## config.mk

```make
export PLATFORM = sky130hd
export DESIGN_NAME = keypad_scan
export DESIGN_NICKNAME = d
export VERILOG_FILES = /design/src/rtl/keypad_scan.sv
export SDC_FILE = /design/constraint.sdc
export NUM_CORES = 1
export LEC_CHECK = 0
export BUFFER_PORTS_ARGS = -buffer_cell sky130_fd_sc_hd__buf_2
export CAP_MARGIN = 10
export CORE_ASPECT_RATIO = 0.8
export CORE_MARGIN = 2
export CORE_UTILIZATION = 54
export DETAILED_ROUTE_END_ITERATION = 8
export GPL_TIMING_DRIVEN = 0
export MAX_ROUTING_LAYER = met4
export PLACE_DENSITY_LB_ADDON = 0.08
export SYNTH_ARGS = -nofsm -noshare
export SYNTH_HDL_FRONTEND = slang
export SYNTH_SLANG_ARGS = --single-unit
```

## constraint.sdc

```tcl
create_clock -name clk -period 2.2 [get_ports clk]
set_input_delay 0.22 -clock clk [delete_from_list [all_inputs] [get_ports clk]]
set_output_delay 0.22 -clock clk [all_outputs]
set_load 0.03 [all_outputs]
```

## src/rtl/keypad_scan.sv

```systemverilog
// 4x4 matrix keypad scanner: walks one active-low column at a time, debounces the
// first row seen low, and reports one key_valid strobe per accepted press.
module keypad_scan #(
  parameter int SCAN_DIV        = 4800,
  parameter int DEBOUNCE_CYCLES = 240000
) (
  input  logic       clk,
  input  logic       reset_n,
  input  logic [3:0] rows_n,
  output logic [3:0] cols_n,
  output logic [3:0] r,
  output logic [3:0] c,
  output logic       key_valid,
  output logic       key_held
);

  localparam int DIV_W = $clog2(SCAN_DIV);
  localparam int DB_W  = $clog2(DEBOUNCE_CYCLES);
  localparam logic [DIV_W-1:0] DIV_LAST = DIV_W'(SCAN_DIV - 1);
  localparam logic [DB_W-1:0]  DB_LAST  = DB_W'(DEBOUNCE_CYCLES - 1);

  typedef enum logic [1:0] {SCAN, DEBOUNCE, HELD, RELEASE} state_e;

  state_e            state_q, state_d;
  logic [1:0]        col_q, col_d, row_q, row_d;
  logic [DIV_W-1:0]  div_q, div_d;
  logic [DB_W-1:0]   db_q, db_d;
  logic [3:0]        r_q, r_d, c_q, c_d;
  logic              kv_q, kv_d, held_q, held_d;
  logic [3:0]        rs1_q, rs_q;

  logic       row_low, any_low, div_done, db_done;
  logic [1:0] low_idx;

  assign row_low  = ~rs_q[row_q];
  assign any_low  = ~&rs_q;
  assign div_done = (div_q == DIV_LAST);
  assign db_done  = (db_q == DB_LAST);

  // Row 0 has priority when several rows in the driven column are low.
  always_comb begin
    low_idx = 2'd0;
    for (int i = 3; i >= 0; i--)
      if (!rs_q[i]) low_idx = 2'(i);
  end

  always_ff @(posedge clk or negedge reset_n) begin
    if (!reset_n) begin
      state_q <= SCAN;
      col_q   <= 2'd0;
      row_q   <= 2'd0;
      div_q   <= '0;
      db_q    <= '0;
      r_q     <= 4'b0000;
      c_q     <= 4'b0000;
      kv_q    <= 1'b0;
      held_q  <= 1'b0;
      rs1_q   <= 4'b1111;
      rs_q    <= 4'b1111;
    end else begin
      state_q <= state_d;
      col_q   <= col_d;
      row_q   <= row_d;
      div_q   <= div_d;
      db_q    <= db_d;
      r_q     <= r_d;
      c_q     <= c_d;
      kv_q    <= kv_d;
      held_q  <= held_d;
      rs1_q   <= rows_n;
      rs_q    <= rs1_q;
    end
  end

  always_comb begin
    state_d = state_q;
    case (state_q)
      SCAN:     if (div_done && any_low) state_d = DEBOUNCE;
      DEBOUNCE: if (!row_low) state_d = SCAN;
                else if (db_done) state_d = HELD;
      HELD:     if (!row_low) state_d = RELEASE;
      RELEASE:  if (row_low) state_d = HELD;
                else if (db_done) state_d = SCAN;
      default:  state_d = SCAN;
    endcase
  end

  always_comb begin
    col_d  = col_q;
    row_d  = row_q;
    div_d  = div_q;
    db_d   = db_q;
    r_d    = r_q;
    c_d    = c_q;
    kv_d   = 1'b0;
    held_d = held_q;
    case (state_q)
      SCAN: begin
        if (div_done) begin
          div_d = '0;
          if (any_low) begin
            row_d = low_idx;
            db_d  = '0;
          end else begin
            col_d = col_q + 2'd1;
          end
        end else begin
          div_d = div_q + DIV_W'(1);
        end
      end
      DEBOUNCE: begin
        if (!row_low) begin
          div_d = '0;
        end else if (db_done) begin
          r_d    = 4'b0001 << row_q;
          c_d    = 4'b0001 << col_q;
          kv_d   = 1'b1;
          held_d = 1'b1;
        end else begin
          db_d = db_q + DB_W'(1);
        end
      end
      HELD: if (!row_low) db_d = '0;
      RELEASE: begin
        if (!row_low) begin
          if (db_done) begin
            held_d = 1'b0;
            col_d  = col_q + 2'd1;
            div_d  = '0;
          end else begin
            db_d = db_q + DB_W'(1);
          end
        end
      end
      default: div_d = '0;
    endcase
  end

  assign cols_n    = ~(4'b0001 << col_q);
  assign r         = r_q;
  assign c         = c_q;
  assign key_valid = kv_q;
  assign key_held  = held_q;

endmodule

```

==> flow_summary_export.csv <==
group,metric,value,unit
setup_path,timing.rr.start,"row_q[0]",
floorplanning,top_level_ports,20,
power_and_ir_drop,cellPowerDensity,473,nW/um^2
synth,yosys_most_used_dff,"dfrtp_1",
timing,setup_tns,-0.486,ps
synth,synthesis.nets,290,
status,violations,"setup timing",
floorplanning,core-area,5350,sq um
timing,fin_crit,2200,ps
timing,setup_viol,1,
synth,ys_seq_area_share,47.1,%
setup_path,cp_slowest_cell,"mux4_2",
setup_path,crit_top_cell,"a31oi_4",
hold_path,hold_path_depth,0,
timing,post-route-period-util,100,%
setup_path,cp_max_fo,7,
setup_path,r2r_setup_slack,-0.5,ps
cells_and_area,nets,334,
setup_path,critical_path_class,"reg2reg",
route,vias_per_cell,5.88,
cells_and_area,layout-drive-gt1-share,26.0,%
power_and_ir_drop,total_power,1.65,mW
synth,synth_area,2940,sq um
global_routing,gr-total-overflow,0,
global_routing,grt_use_total,22.1,%
placement,dp_slack,-244,ps
timing,drv_slew,0,
synth,synth.largest_area_cell,"dfrtp_1",
setup_path,r2r_end,"db_q[12]",
clock_network,cts.path.max_buffers,2,
route,firstDrtPassIters,4,
hold_path,min_from,"rs1_q[0]",
setup_path,start_kind,"flip-flop",
synth,synth_area_leaders,"dfrtp_1, dfstp_2, a31oi_4",
cells_and_area,stdcell_area,3490,sq um
floorplanning,initial_core_util,55.0,%
cells_and_area,n_antenna_cell,0,
timing,setup_slack,-0.486,ps
power_and_ir_drop,vdd.ir_drop.worst,0.393,mV
setup_path,ff2ff_path_depth,7,
route,drtIter0Drc,144,
clock_network,clock-sinks,55,
setup_path,cp_cell_sequence,"buf_6 > mux4_2 > mux2_4 > a31oi_4 > nor2_4 > clkbuf_16 > a31oi_4",
power_and_ir_drop,p_leak,1.51,nW
global_routing,grt_max_degree,56,
global_routing,grt_pass1_vias,2132,
clock_network,clock_latency,320,ps
synth,synth_top_area_share,40.0,%
placement,place_congestion,0.848,
synth,synth_area_per_cell,10.6,sq um
hold_path,hold_path_class,"reg2reg",
timing,fin_skew,9.02,ps
setup_path,critical_path_required,2440,ps
placement,hpwl,4.02,mm
placement,io_buffers,19,
setup_path,cp-end-kind,"flip-flop",
route,wirelength,6.16,mm
floorplanning,rows,24,
floorplanning,die_h,70,microns
route,route.antenna.remaining_nets,0,
status,status,"finished, violations left",
clock_network,cts_tree,"yes",
floorplanning,die_area,6060,sq um
clock_network,clkTransAtPathRegs,100,ps
timing,rsz0062_at_grt,"yes",
hold_path,whs_endpoint,"rs_q[0]",
synth,synth_edf_count,0,
floorplanning,die_w,86.5,microns
synth,ys_warn_count,0,
setup_path,crit_buf_inv,2,
timing,fmax,0.454,GHz
run,drv_cap,0,
timing,max_slew.worst_pin.slew,623,ps
cells_and_area,area_growth_syn_to_layout,18.7,%
global_routing,antenna_found_initial,0,
synth,yosys_register_bits,55,
setup_path,cp.depth,7,
route,drc,0,
setup_path,slowest_delay,570,ps
clock_network,h-tree-depth,2,
clock_network,cts_buffers,5,
synth,synthDistinctLibCells,56,
timing,hold_viol_final,0,
setup_path,cp_top_family,"multiplexers",
clock_network,cts_root_buf,"clkbuf_8",
timing,slew_headroom,58.5,%
synth,async_reset_ff_share,100,%
route,vias,2282,
route,routedWlPerCell,15.9,microns
setup_path,cp.arrival,2440,ps
cells_and_area,fill_cells,416,
global_routing,grt_pass1_wl,10.4,mm
synth,synth_cells,278,
placement,place_area,3120,sq um
synth,yosysMostFrequentCell,"dfrtp_1",
synth,synth_commonest_cells,"dfrtp_1, nand2_1, a21oi_1",
stage by stage:
step	hold slack [ps]	std cells	utilization (%)
floorplan	-75.6	278	-
global placement	325	362	58.3
detailed placement	327	362	58.3
CTS	200	379	62.0
global route	366	388	65.3
finish	361	388	65.3
state kept, by name, summed over array words and instances, names as in the netlist, 2 cells and up, named ones only:
| name | count |
|---|---|
| c | 4 |
| db_q | 18 |
| div_q | 13 |
| rs_q | 4 |
| row_q | 2 |
| col_q | 2 |
| rs1_q | 4 |
| r | 4 |
cell families after synthesis:
| kind of cell | Yosys count | share of synthesized area (%) |
|---|---|---|
| buffers and inverters | 24 | 4.00 |
| adder cells (fa/ha/maj) | 6 | 2.55 |
| multiplexers | 14 | 5.70 |
| flip-flops | 55 | 47.1 |
| AND/OR/NAND/NOR | 102 | 19.0 |
| AO/OA/AOI/OAI | 75 | 21.0 |
| XOR/XNOR | 2 | 0.596 |
final cells by class:
type	instances	area, sq um	share of cell area, %
multi-input combinational	199	1500	43.0
clock buffer	5	68.8	1.97
buffer	9	77.6	2.22
sequential	55	1390	39.7
timing repair buffer	39	300	8.60
clock inverter	3	25.0	0.717
tap	65	81.3	2.33
inverter	13	48.8	1.40
worst max path at each step:
stage	slack, ps	from	endpoint
final	-0.5	row_q[0]	db_q[12]
after global routing	-50	row_q[0]	db_q[12]
after CTS	4	db_q[0]	db_q[5]
after detailed placement	-240	div_q[0]	div_q[3]
after global placement	-210	div_q[0]	div_q[10]
after floorplan	120	row_q[0]	db_q[5]
report_power, final:
| part | leakage [nW] | internal (mW) | switching, mW |
|---|---|---|---|
| logic | 0.741 | 0.0182 | 0.0291 |
| clock network | 0.0443 | 0.228 | 0.348 |
| registers | 0.726 | 1.02 | 0.00481 |
| total | 1.51 | 1.27 | 0.382 |
cell usage in the layout, fill, tap and decap left out, types with 5 or more instances in the layout:
cell	n
nand2_1	34
ha_1	5
dfrtp_1	46
nor2_1	13
nor3_1	6
a31oi_1	15
o21ai_0	8
nand3_1	8
clkbuf_8	5
mux2_1	7
a31oi_4	9
a21oi_1	18
dlygate4sd3_1	5
buf_4	12
a41oi_1	6
inv_1	13
dfstp_2	8
buf_2	19
routing by layer:
metal | GRT usage (%) | up-vias | routed length (microns) | part of all wire, %
met4 | 4.51 | 0 | 36 | 0.58
met5 | - | - | 0 | 0
met2 | 33.2 | 32 | 2960 | 48
met1 | 31.5 | 1120 | 3020 | 49
met3 | 4.49 | 4 | 145 | 2.4
li1 | - | 1126 | - | -
what timing repair did:
action	in CTS	in global routing
endpoints found under the setup margin	35	39
setup buffers	5	7
pin swaps	1	8
cloned	0	2
hold buffers	4	1
gates resized for setup	5	17
hold endpoints to repair	4	16
No activity file was read; power rests on OpenSTA's default activity.
